## config.mk

```make
export PLATFORM = sky130hd
export DESIGN_NAME = regbank_write_arbiter_flat
export DESIGN_NICKNAME = d
export VERILOG_FILES = /design/src/rtl/regbank_write_arbiter_pkg.sv /design/src/rtl/regbank_write_arbiter_if.sv /design/src/rtl/regbank_write_arbiter_wb_hold_slot.sv /design/src/rtl/regbank_write_arbiter.sv /design/src/flat_wrapper.sv
export SDC_FILE = /design/constraint.sdc
export NUM_CORES = 1
export LEC_CHECK = 0
export CELL_PAD_IN_SITES_DETAIL_PLACEMENT = 0
export CELL_PAD_IN_SITES_GLOBAL_PLACEMENT = 1
export CORE_MARGIN = 2
export CORE_UTILIZATION = 34
export DETAILED_ROUTE_END_ITERATION = 10
export PLACE_DENSITY_LB_ADDON = 0.1
export SLEW_MARGIN = 20
export SYNTH_ARGS = -nofsm -noshare
export SYNTH_HDL_FRONTEND = slang
export SYNTH_SLANG_ARGS = --single-unit
export TNS_END_PERCENT = 10
```

## constraint.sdc

```tcl
create_clock -name clk -period 5.5 [get_ports clk]
set_input_delay 1.65 -clock clk [delete_from_list [all_inputs] [get_ports clk]]
set_output_delay 1.65 -clock clk [all_outputs]
set_load 0.005 [all_outputs]
```

## src/rtl/regbank_write_arbiter_pkg.sv

```systemverilog
// regbank_pkg: shared widths, the holding-register entry type and small
// helpers used by the register-bank write arbiter.
//   REG_ADDR_W / REG_DATA_W / NUM_REGS : register bank geometry
//   AGE_W      : width of the wrapping accept-order stamp kept per entry
//   NUM_PORTS  : writeback sources sharing the bank write port
package regbank_pkg;
  localparam int REG_ADDR_W = 5;
  localparam int REG_DATA_W = 64;
  localparam int NUM_REGS   = 32;
  localparam int AGE_W      = 3;
  localparam int NUM_PORTS  = 2;

  typedef struct packed {
    logic                  valid;
    logic [REG_ADDR_W-1:0] rd;
    logic [REG_DATA_W-1:0] data;
    logic [AGE_W-1:0]      age;
  } wb_entry_t;

  typedef struct packed {
    logic                  hit;
    logic [REG_DATA_W-1:0] data;
  } fwd_rsp_t;

  // Stamps come from a wrapping counter. An entry can only stay held while
  // at most a couple of newer accepts happen, so the live distance between
  // two stamps is small and a signed wrap-around compare is exact.
  function automatic logic is_older(input logic [AGE_W-1:0] a,
                                    input logic [AGE_W-1:0] b);
    logic [AGE_W-1:0] d;
    d = b - a;
    return (d != '0) && !d[AGE_W-1];
  endfunction

  // Match held entries against a read address; x0 never hits. When both
  // entries target the address, the younger one carries the newest value.
  function automatic fwd_rsp_t fwd_lookup(input wb_entry_t e0,
                                          input wb_entry_t e1,
                                          input logic [REG_ADDR_W-1:0] addr);
    logic     m0, m1;
    fwd_rsp_t r;
    m0    = e0.valid && (e0.rd == addr) && (addr != '0);
    m1    = e1.valid && (e1.rd == addr) && (addr != '0);
    r.hit = m0 | m1;
    if (m0 && m1)  r.data = is_older(e0.age, e1.age) ? e1.data : e0.data;
    else if (m0)   r.data = e0.data;
    else if (m1)   r.data = e1.data;
    else           r.data = '0;
    return r;
  endfunction
endpackage

```

## src/rtl/regbank_write_arbiter_if.sv

```systemverilog
// regbank_write_arbiter_if: bundle of the two writeback handshakes, the bank
// write port, the busy bitmap and the forwarding lookup.
//   slave  : arbiter side (takes wb*/fwd_addr*, drives ready, rf_*, busy, fwd_*)
//   master : requester / consumer side
interface regbank_write_arbiter_if;
  import regbank_pkg::*;

  logic                  wb0_valid, wb0_ready;
  logic [REG_ADDR_W-1:0] wb0_rd;
  logic [REG_DATA_W-1:0] wb0_data;
  logic                  wb1_valid, wb1_ready;
  logic [REG_ADDR_W-1:0] wb1_rd;
  logic [REG_DATA_W-1:0] wb1_data;
  logic                  rf_we;
  logic [REG_ADDR_W-1:0] rf_waddr;
  logic [REG_DATA_W-1:0] rf_wdata;
  logic [NUM_REGS-1:0]   busy;
  logic [REG_ADDR_W-1:0] fwd_addr1, fwd_addr2;
  logic                  fwd_hit1, fwd_hit2;
  logic [REG_DATA_W-1:0] fwd_data1, fwd_data2;

  modport slave (
    input  wb0_valid, wb0_rd, wb0_data, wb1_valid, wb1_rd, wb1_data,
           fwd_addr1, fwd_addr2,
    output wb0_ready, wb1_ready, rf_we, rf_waddr, rf_wdata, busy,
           fwd_hit1, fwd_hit2, fwd_data1, fwd_data2
  );

  modport master (
    output wb0_valid, wb0_rd, wb0_data, wb1_valid, wb1_rd, wb1_data,
           fwd_addr1, fwd_addr2,
    input  wb0_ready, wb1_ready, rf_we, rf_waddr, rf_wdata, busy,
           fwd_hit1, fwd_hit2, fwd_data1, fwd_data2
  );
endinterface

```

## src/rtl/regbank_write_arbiter_wb_hold_slot.sv

```systemverilog
// wb_hold_slot: one-entry holding register for a writeback source.
//   clk, rst_n         : clock, async active-low reset (drops the entry)
//   in_valid/in_ready  : source handshake; ready while empty or draining
//   in_rd/in_data      : destination register and result
//   in_age             : accept-order stamp captured with the entry
//   grant              : arbiter drains the entry at the next edge
//   entry              : current holding-register contents
module wb_hold_slot
  import regbank_pkg::*;
(
  input  logic                  clk,
  input  logic                  rst_n,
  input  logic                  in_valid,
  output logic                  in_ready,
  input  logic [REG_ADDR_W-1:0] in_rd,
  input  logic [REG_DATA_W-1:0] in_data,
  input  logic [AGE_W-1:0]      in_age,
  input  logic                  grant,
  output wb_entry_t             entry
);
  logic accept;

  // A draining entry frees the slot in the same edge, so back-to-back accepts work.
  assign in_ready = !entry.valid || grant;
  assign accept   = in_valid && in_ready;

  always_ff @(posedge clk or negedge rst_n) begin
    if (!rst_n) begin
      entry <= '0;
    end else if (accept) begin
      entry.valid <= 1'b1;
      entry.rd    <= in_rd;
      entry.data  <= in_data;
      entry.age   <= in_age;
    end else if (grant) begin
      entry.valid <= 1'b0;
    end
  end
endmodule

```

## src/rtl/regbank_write_arbiter.sv

```systemverilog
// regbank_write_arbiter: shares the register bank write port between the
// pipeline writeback (port 0) and the memory/multicycle unit (port 1).
//   clk, rst_n : clock, async active-low reset
//   bus        : regbank_write_arbiter_if.slave (handshakes, rf_*, busy, fwd_*)
// Build option: RWARB_FWD_EN enables the forwarding lookup; without it the
// fwd_hit*/fwd_data* outputs are tied to zero.
module regbank_write_arbiter
  import regbank_pkg::*;
(
  input  logic                     clk,
  input  logic                     rst_n,
  regbank_write_arbiter_if.slave   bus
);
  logic [NUM_PORTS-1:0]                 in_valid, in_ready, grant, acc;
  logic [NUM_PORTS-1:0][REG_ADDR_W-1:0] in_rd;
  logic [NUM_PORTS-1:0][REG_DATA_W-1:0] in_data;
  logic [NUM_PORTS-1:0][AGE_W-1:0]      in_age;
  wb_entry_t [NUM_PORTS-1:0]            hold;
  logic [AGE_W-1:0]                     age_ctr;
  logic                                 last_gnt;
  logic [REG_ADDR_W-1:0]                sel_rd;
  logic [REG_DATA_W-1:0]                sel_data;
  logic [NUM_REGS-1:0]                  busy_v;

  assign in_valid = {bus.wb1_valid, bus.wb0_valid};
  assign in_rd    = {bus.wb1_rd,    bus.wb0_rd};
  assign in_data  = {bus.wb1_data,  bus.wb0_data};
  assign bus.wb0_ready = in_ready[0];
  assign bus.wb1_ready = in_ready[1];
  assign acc = in_valid & in_ready;

  // Same-cycle accepts: port 0 takes the lower stamp, i.e. it is older.
  assign in_age[0] = age_ctr;
  assign in_age[1] = age_ctr + AGE_W'(acc[0]);

  always_ff @(posedge clk or negedge rst_n) begin
    if (!rst_n) age_ctr <= '0;
    else        age_ctr <= age_ctr + AGE_W'(acc[0]) + AGE_W'(acc[1]);
  end

  for (genvar p = 0; p < NUM_PORTS; p++) begin : g_slot
    wb_hold_slot u_slot (
      .clk      (clk),
      .rst_n    (rst_n),
      .in_valid (in_valid[p]),
      .in_ready (in_ready[p]),
      .in_rd    (in_rd[p]),
      .in_data  (in_data[p]),
      .in_age   (in_age[p]),
      .grant    (grant[p]),
      .entry    (hold[p])
    );
  end

  // Same destination: age order keeps the bank's final value correct.
  // Different destinations: alternate, so a loser waits one cycle at most.
  always_comb begin
    grant = '0;
    if (hold[0].valid && hold[1].valid) begin
      if (hold[0].rd == hold[1].rd)
        grant = is_older(hold[0].age, hold[1].age) ? 2'b01 : 2'b10;
      else
        grant = last_gnt ? 2'b01 : 2'b10;
    end else begin
      grant = {hold[1].valid, hold[0].valid};
    end
  end

  // Reset to port 1 so port 0 wins the first contention.
  always_ff @(posedge clk or negedge rst_n) begin
    if (!rst_n)      last_gnt <= 1'b1;
    else if (|grant) last_gnt <= grant[1];
  end

  always_comb begin
    sel_rd   = '0;
    sel_data = '0;
    if (grant[0]) begin
      sel_rd   = hold[0].rd;
      sel_data = hold[0].data;
    end else if (grant[1]) begin
      sel_rd   = hold[1].rd;
      sel_data = hold[1].data;
    end
  end

  // An x0 entry is still granted and drains, it just never writes.
  assign bus.rf_we    = (|grant) && (sel_rd != '0);
  assign bus.rf_waddr = sel_rd;
  assign bus.rf_wdata = sel_data;

  always_comb begin
    busy_v = '0;
    for (int p = 0; p < NUM_PORTS; p++)
      if (hold[p].valid) busy_v[hold[p].rd] = 1'b1;
    busy_v[0] = 1'b0;
  end
  assign bus.busy = busy_v;

`ifdef RWARB_FWD_EN
  fwd_rsp_t fwd1, fwd2;
  assign fwd1 = fwd_lookup(hold[0], hold[1], bus.fwd_addr1);
  assign fwd2 = fwd_lookup(hold[0], hold[1], bus.fwd_addr2);
  assign bus.fwd_hit1  = fwd1.hit;
  assign bus.fwd_data1 = fwd1.data;
  assign bus.fwd_hit2  = fwd2.hit;
  assign bus.fwd_data2 = fwd2.data;
`else
  logic unused_fwd;
  assign unused_fwd    = ^{bus.fwd_addr1, bus.fwd_addr2};
  assign bus.fwd_hit1  = 1'b0;
  assign bus.fwd_data1 = '0;
  assign bus.fwd_hit2  = 1'b0;
  assign bus.fwd_data2 = '0;
`endif
endmodule

```

## src/flat_wrapper.sv

```systemverilog
// flat-port wrapper written by rule: the top's interface ports become plain ports
module regbank_write_arbiter_flat import regbank_pkg::*;
  (clk, rst_n, bus_wb0_valid, bus_wb0_rd, bus_wb0_data, bus_wb1_valid, bus_wb1_rd, bus_wb1_data, bus_fwd_addr1, bus_fwd_addr2, bus_wb0_ready, bus_wb1_ready, bus_rf_we, bus_rf_waddr, bus_rf_wdata, bus_busy, bus_fwd_hit1, bus_fwd_hit2, bus_fwd_data1, bus_fwd_data2);
  regbank_write_arbiter_if bus_i ();
  input  logic clk;
  input  logic rst_n;
  input wire logic [$bits(bus_i.wb0_valid)-1:0] bus_wb0_valid;
  input wire logic [$bits(bus_i.wb0_rd)-1:0] bus_wb0_rd;
  input wire logic [$bits(bus_i.wb0_data)-1:0] bus_wb0_data;
  input wire logic [$bits(bus_i.wb1_valid)-1:0] bus_wb1_valid;
  input wire logic [$bits(bus_i.wb1_rd)-1:0] bus_wb1_rd;
  input wire logic [$bits(bus_i.wb1_data)-1:0] bus_wb1_data;
  input wire logic [$bits(bus_i.fwd_addr1)-1:0] bus_fwd_addr1;
  input wire logic [$bits(bus_i.fwd_addr2)-1:0] bus_fwd_addr2;
  output wire logic [$bits(bus_i.wb0_ready)-1:0] bus_wb0_ready;
  output wire logic [$bits(bus_i.wb1_ready)-1:0] bus_wb1_ready;
  output wire logic [$bits(bus_i.rf_we)-1:0] bus_rf_we;
  output wire logic [$bits(bus_i.rf_waddr)-1:0] bus_rf_waddr;
  output wire logic [$bits(bus_i.rf_wdata)-1:0] bus_rf_wdata;
  output wire logic [$bits(bus_i.busy)-1:0] bus_busy;
  output wire logic [$bits(bus_i.fwd_hit1)-1:0] bus_fwd_hit1;
  output wire logic [$bits(bus_i.fwd_hit2)-1:0] bus_fwd_hit2;
  output wire logic [$bits(bus_i.fwd_data1)-1:0] bus_fwd_data1;
  output wire logic [$bits(bus_i.fwd_data2)-1:0] bus_fwd_data2;
  assign bus_i.wb0_valid = bus_wb0_valid;
  assign bus_i.wb0_rd = bus_wb0_rd;
  assign bus_i.wb0_data = bus_wb0_data;
  assign bus_i.wb1_valid = bus_wb1_valid;
  assign bus_i.wb1_rd = bus_wb1_rd;
  assign bus_i.wb1_data = bus_wb1_data;
  assign bus_i.fwd_addr1 = bus_fwd_addr1;
  assign bus_i.fwd_addr2 = bus_fwd_addr2;
  assign bus_wb0_ready = bus_i.wb0_ready;
  assign bus_wb1_ready = bus_i.wb1_ready;
  assign bus_rf_we = bus_i.rf_we;
  assign bus_rf_waddr = bus_i.rf_waddr;
  assign bus_rf_wdata = bus_i.rf_wdata;
  assign bus_busy = bus_i.busy;
  assign bus_fwd_hit1 = bus_i.fwd_hit1;
  assign bus_fwd_hit2 = bus_i.fwd_hit2;
  assign bus_fwd_data1 = bus_i.fwd_data1;
  assign bus_fwd_data2 = bus_i.fwd_data2;
  regbank_write_arbiter u_core (.clk(clk), .rst_n(rst_n), .bus(bus_i));
endmodule
```

==> metrics.txt, run 1 <==
Syn Area/Cell between 10 and 15 um2; Placer Congestion between 0.7 and 0.8; synthesis-to-finish area growth 36.4%; vias per cell around 4.6; Final #Nets 1037; iteration count of the initial detailed-routing pass 4; P_int between 4 and 5 mW; port bufs 244; yosys warns 0; CORE AREA roughly 23000 um2; cts repair resizes 0; sequential area share after synthesis a little under half; final WL 20700 um; startpoint types flop; initial drt markers 189; # Post-CTS Setup Buffers 0; clock sink count 150; CP max stage cell nor2b_1; largest net degree at the start of global routing 118; antenna viol nets, final 0; crit path max fanout 33; ranking of synthesized cells by area dfrtp_1 47%, mux2_2 19%, buf_4 13%; row count 56; Final HPWL DP 14600 um; Final Hold Fails 0; Clock power frac roughly a fifth; I/O Pins roughly 390; Worst-Skew Late Latency 420 ps; global-route total usage across every layer roughly 16%; Most common cell on crit path nor2b_1; Synth top area share between 40% and 50%; initial antenna violation count 1; Residual DRC 0; max-slew violation count 0; die width 157 um; Main synth FF type dfrtp_1; Req. time, crit path about 3900 ps; clock tree buffer depth 2; commonest non-fill, non-tap cells in the layout 243 x clkdlybuf4s50_1, 149 x dfrtp_1, 137 x mux2_2; Worst setup EP type output port; HP Class reg -> reg; Worst path depth 8; crit path cell chain ha_1 > nor2b_1 > o21ai_0 > nor2b_1 > o221a_2 > buf_12 > a22o_1 > clkdlybuf4s50_1; switch share roughly a third; most common cell after layout, fill and taps aside clkdlybuf4s50_1; Tmin final roughly 5200 ps; vias in the first global route 5743; max_cap viols 0; Async S/R FF share, synth 100%; Post-Route Utilization 47.0%; first-pass GRT wire length between 30000 and 40000 um; unrepaired setup endpoints after global routing false; Comb power frac around 50%; pwr dens between 600 and 700 nW/um2; area leader, netlist dfrtp_1; number of flops mapped to enable cells by yosys 0; Routed WL per cell roughly 17 um; setup TNS 0 ps; synthesis-stage register bit count 150; hold path cells 1; part of the power in registers 30.0%; Via Count 5610; critical path's largest stage delay ~600 ps; Max VDD drop 0.256 mV; CTS tree yes; Switch Pwr ~2.3 mW; fillers 2124; Pwr Total roughly 6.8 mW; FF-to-FF setup slack about 2000 ps; Initial Util ~34%; Mapped Area 8010 um2; outcome completed; Setup Skew 14.3 ps; worst rel slew slack approximately 33%; Setup Crit Path Kind reg -> out; die height ~160 um; fmax slightly below 200 MHz; layout cells sized above 1 a little over a fifth; setup violators final 0; Tcrit/Tclk final 94.3%; CTS Buf Count 17; Netlist cell types 39; Worst Path Buf+Inv 2; Synth Instances ~650; CTS clk-pin slew, worst paths approximately 60 ps; total gr overflow 0; hold-fix buffer count after cts 0; CP arrival between 3000 and 4000 ps; Slew @ Worst Pin just over 1000 ps; P_leak ~4.6 nW; depth of the worst register-to-register path 6; family with the most delay on the worst path compound AO/OA/AOI/OAI gates; die footprint 24800 um2; CTS H-tree lvls 4; clk root buf clkbuf_16
## registers in the layout, indices dropped and copies added, names as in the netlist
| signal | flops |
|---|---|
| u_core.g_slot.u_slot.entry | 146 |
| u_core.age_ctr | 3 |
| u_core.last_gnt | 1 |
## power by group through the flow
stage	combinational, mW	clock [mW]	sequential [mW]
after detailed placement	3.53	0	2.07
after CTS	3.55	1.33	2.05
final	3.50	1.29	2.05
after floorplan	2.08	0	1.89
after global routing	3.80	1.37	2.13
after global placement	3.49	0	2.03
## path summary, 6_finish.rpt
kind	start	to
min reg2reg	u_core.g_slot[0].u_slot.entry[65]	u_core.g_slot[0].u_slot.entry[65]
min	u_core.g_slot[0].u_slot.entry[65]	u_core.g_slot[0].u_slot.entry[65]
max	u_core.g_slot[1].u_slot.entry[1]	bus_rf_wdata[11]
max reg2reg	u_core.g_slot[0].u_slot.entry[71]	u_core.g_slot[0].u_slot.entry[34]
max in group asynchronous	rst_n	u_core.g_slot[1].u_slot.entry[3]
min in group asynchronous	rst_n	u_core.g_slot[1].u_slot.entry[22]
## synth_stat cells, types with 2 or more instances
master,count
xor2_1,6
nor2_1,7
o21ai_0,3
buf_6,5
buf_4,140
o22ai_1,31
dfrtp_1,149
xnor2_1,2
mux2_1,6
nand2_1,6
or3_1,5
clkbuf_1,16
nand3b_1,10
buf_2,14
nor2b_1,2
inv_1,4
a22o_1,70
mux2i_1,2
mux2_2,137
nand3_1,7
or3b_2,6
ha_1,6
## routing by layer
metal / GRT usage (%) / routed length [um]
met1: 18.7 / 7990
met3: 7.24 / 2150
met4: 4.81 / 277
met2: 27.8 / 10300
met5: 0 / 0
## layout make-up
cell class / count / area, um2 / share of cell area (%)
timing repair buffer: 254 / 2590 / 23.7
antenna: 1 / 2.50 / 0.0229
tap: 319 / 399 / 3.65
sequential: 150 / 3750 / 34.4
clock buffer: 19 / 433 / 3.96
clock inverter: 13 / 221 / 2.03
multi-input combinational: 452 / 3510 / 32.1
inverter: 4 / 15.0 / 0.137
## logic make-up after synthesis
family          Yosys count  synth area share [%]
flops                   150                  46.9
fa+ha+maj                 6                 0.938
xor+xnor                  8                 0.875
other cells               1                0.0468
compound gates          113                  11.4
mux                     145                  20.4
buf+inv                 179                  15.6
simple gates             49                  3.81
## through the flow
stage / worst slack (ps) / hold WS (ps) / instance area, um2 / cells
after floorplan: 1780 / 465 / 8490 / 781
after global placement: 754 / 474 / 10200 / 1178
after detailed placement: 728 / 486 / 10200 / 1178
after CTS: 256 / 500 / 10900 / 1210
after global routing: 84.0 / 514 / 10900 / 1211
final: 311 / 493 / 10900 / 1212
## worst register-to-register path, delay by kind of cell (launching register included)
family,cells,cell delay (ps)
AO/OA/AOI/OAI,1,840
multiplexers,1,450
flip-flops,1,490
AND/OR/NAND/NOR,2,620
XOR/XNOR,1,210
buffers and inverters,1,750
Note: power is estimated with default switching activity, not from simulation.
==> inputs of run 2 (changes only) <==
--- a/config.mk
+++ b/config.mk
@@ -7,7 +7,6 @@
 export LEC_CHECK = 0
 export CELL_PAD_IN_SITES_DETAIL_PLACEMENT = 0
 export CELL_PAD_IN_SITES_GLOBAL_PLACEMENT = 1
-export CORE_MARGIN = 2
 export CORE_UTILIZATION = 34
 export DETAILED_ROUTE_END_ITERATION = 10
 export PLACE_DENSITY_LB_ADDON = 0.1
==> run 2 against run 1 <==
Combinational power down 3%. Utilization rose by 0.21 points. Flip-flop and latch count did not move. First-iteration DRC count increased by 26%. Worst setup slack improved by 62 ps. Critical path depth unchanged. Maximum frequency increased by 1.2%. Hold slack better by 12 ps. Clock power fell by 10%. Cell area fell by 1.3%.
==> metrics.txt, run 2 (synthesized netlist as in run 1, its figures left out) <==
outcome completed; largest net degree at the start of global routing between 70 and 80; max-slew violation count 0; Setup Skew ~13 ps; setup TNS 0 ps; cts repair resizes 0; setup violators final 0; crit path max fanout 71; P_int 4.35 mW; # Post-CTS Setup Buffers 0; clock sink count 150; die height 155 um; hold path cells 1; Tmin final about 5000 ps; antenna viol nets, final 0; Non-Filler Instances approximately 1.2k; Placer Congestion between 0.8 and 0.9; global-route total usage across every layer between 10% and 20%; Max VDD drop ~0.28 mV; max reg flops roughly 150; Worst Path Buf+Inv 2; initial antenna violation count 1; first-pass GRT wire length around 32000 um; Switch Pwr 2.27 mW; Top reg by flops u_core.g_slot.u_slot.entry; CTS Buf Count 17; vias per cell about 4.7; biggest regs u_core.g_slot.u_slot.entry: 146 flops, u_core.age_ctr: 3 flops, u_core.last_gnt: 1 flops; Routed WL per cell 17.3 um; I/O Pins 386; total gr overflow 0; synthesis-to-finish area growth 34.6%; final WL 20800 um; DP Worst Slack 826 ps; Final HPWL DP ~15000 um; iteration count of the initial detailed-routing pass 4; family with the most delay on the worst path buffers and inverters; Via Count around 5.7k; Worst setup EP type output port; CP max stage cell nor2b_1; CTS H-tree lvls 4; Post-Route Utilization a little under half; Slew @ Worst Pin 848 ps; CTS tree yes; clk root buf clkbuf_16; vias in the first global route between 5k and 6k; HP Class reg -> reg; die width between 150 and 200 um; Worst-Skew Late Latency between 400 and 500 ps; Req. time, crit path between 3000 and 4000 ps; Comb power frac 51.5%; die footprint between 20000 and 25000 um2; P_leak around 4.5 nW; Initial Util 35.0%; switch share between 30% and 40%; max_cap viols 0; fmax ~200 MHz; unrepaired setup endpoints after global routing false; Pwr Total 6.63 mW; Sequential cell area between 3000 and 4000 um2; layout cells sized above 1 21.6%; most common cell after layout, fill and taps aside clkdlybuf4s50_1; commonest non-fill, non-tap cells in the layout 243 x clkdlybuf4s50_1, 149 x dfrtp_1, 137 x mux2_2; row count 55; Most common cell on crit path nor2b_1; Tcrit/Tclk final 93.2%; PnR worst setup slack 373 ps; placed inst area 10200 um2; worst rel slew slack between 40 and 50%; initial drt markers between 200 and 250; WHS roughly 510 ps; CORE AREA about 23000 um2; Worst path depth 8; Setup Crit Path Kind reg -> out; port bufs approximately 240; critical path's largest stage delay between 600 and 700 ps; crit path cell chain ha_1 > nor2b_1 > o21ai_0 > nor2b_1 > o221a_2 > buf_12 > a22o_1 > clkdlybuf4s50_1; depth of the worst register-to-register path 6; Final #Nets ~1.0k; pwr dens slightly above 600 nW/um2; area of the multi-input gates between 3000 and 4000 um2; part of the power in registers between 30% and 40%; Residual DRC 0; Clock power frac between 10% and 20%; CTS clk-pin slew, worst paths ~60 ps; Final Hold Fails 0; clock tree buffer depth 2; CP arrival between 3000 and 4000 ps; hold-fix buffer count after cts 0; # diodes 0; final instance area approximately 11000 um2; fillers roughly 2.1k; startpoint types flop; Inst Count DP ~1.2k
-- run 2: cell count changes in the layout (fill, tap and decap cells not counted), moves of 2 or more --
cell / delta
buf_4: +2
bufinv_16: -4
clkbuf_1: -2
buf_12: -3
inv_6: +3
clkinvlp_4: +3
clkinv_4: -3
clkbuf_8: +3
-- run 2: power by group through the flow --
stage / registers, mW / clock network, mW / logic (mW)
2_1_floorplan: 1.89 / 0 / 2.08
3_3_place_gp: 2.04 / 0 / 3.41
3_5_place_dp: 2.08 / 0 / 3.44
4_1_cts: 2.06 / 1.19 / 3.47
5_1_grt: 2.14 / 1.25 / 3.70
6_report: 2.06 / 1.16 / 3.41
-- run 2: cell type report --
cell class / count / area share, %
repair buffers: 252 / 23.3
flip-flops and latches: 150 / 34.8
multi-input cells: 452 / 32.5
clock inverters: 11 / 1.04
inverters: 4 / 0.139
well taps: 313 / 3.63
clock buffers: 21 / 4.46
-- run 2: path summary, 6_finish.rpt --
kind	startpoint	endpoint	slack, ps
worst max-delay path	u_core.g_slot[1].u_slot.entry[1]	bus_rf_wdata[18]	370
worst min-delay path	u_core.g_slot[1].u_slot.entry[42]	u_core.g_slot[1].u_slot.entry[42]	510
worst max register to register	u_core.g_slot[0].u_slot.entry[71]	u_core.g_slot[0].u_slot.entry[26]	2210
worst min register to register	u_core.g_slot[1].u_slot.entry[42]	u_core.g_slot[1].u_slot.entry[42]	510
max in group asynchronous	rst_n	u_core.g_slot[0].u_slot.entry[22]	3210
min in group asynchronous	rst_n	u_core.g_slot[1].u_slot.entry[14]	1260
-- run 2: layer usage --
metal / global-route usage [%] / up-vias / routed length, um
met5: 0 / - / 12
met4: 4.30 / 2 / 191
met3: 8.36 / 16 / 2270
met2: 28.6 / 276 / 10200
met1: 20.4 / 2818 / 8120
li1: - / 2538 / -
==> inputs of run 3 (changes only) <==
--- a/config.mk
+++ b/config.mk
@@ -9,6 +9,7 @@
 export CELL_PAD_IN_SITES_GLOBAL_PLACEMENT = 1
 export CORE_UTILIZATION = 34
 export DETAILED_ROUTE_END_ITERATION = 10
+export GPL_ROUTABILITY_DRIVEN = 1
 export PLACE_DENSITY_LB_ADDON = 0.1
 export SLEW_MARGIN = 20
 export SYNTH_ARGS = -nofsm -noshare
==> results of run 3 <==
No change in the layout: final DEF, timing and power equal those of run 2.
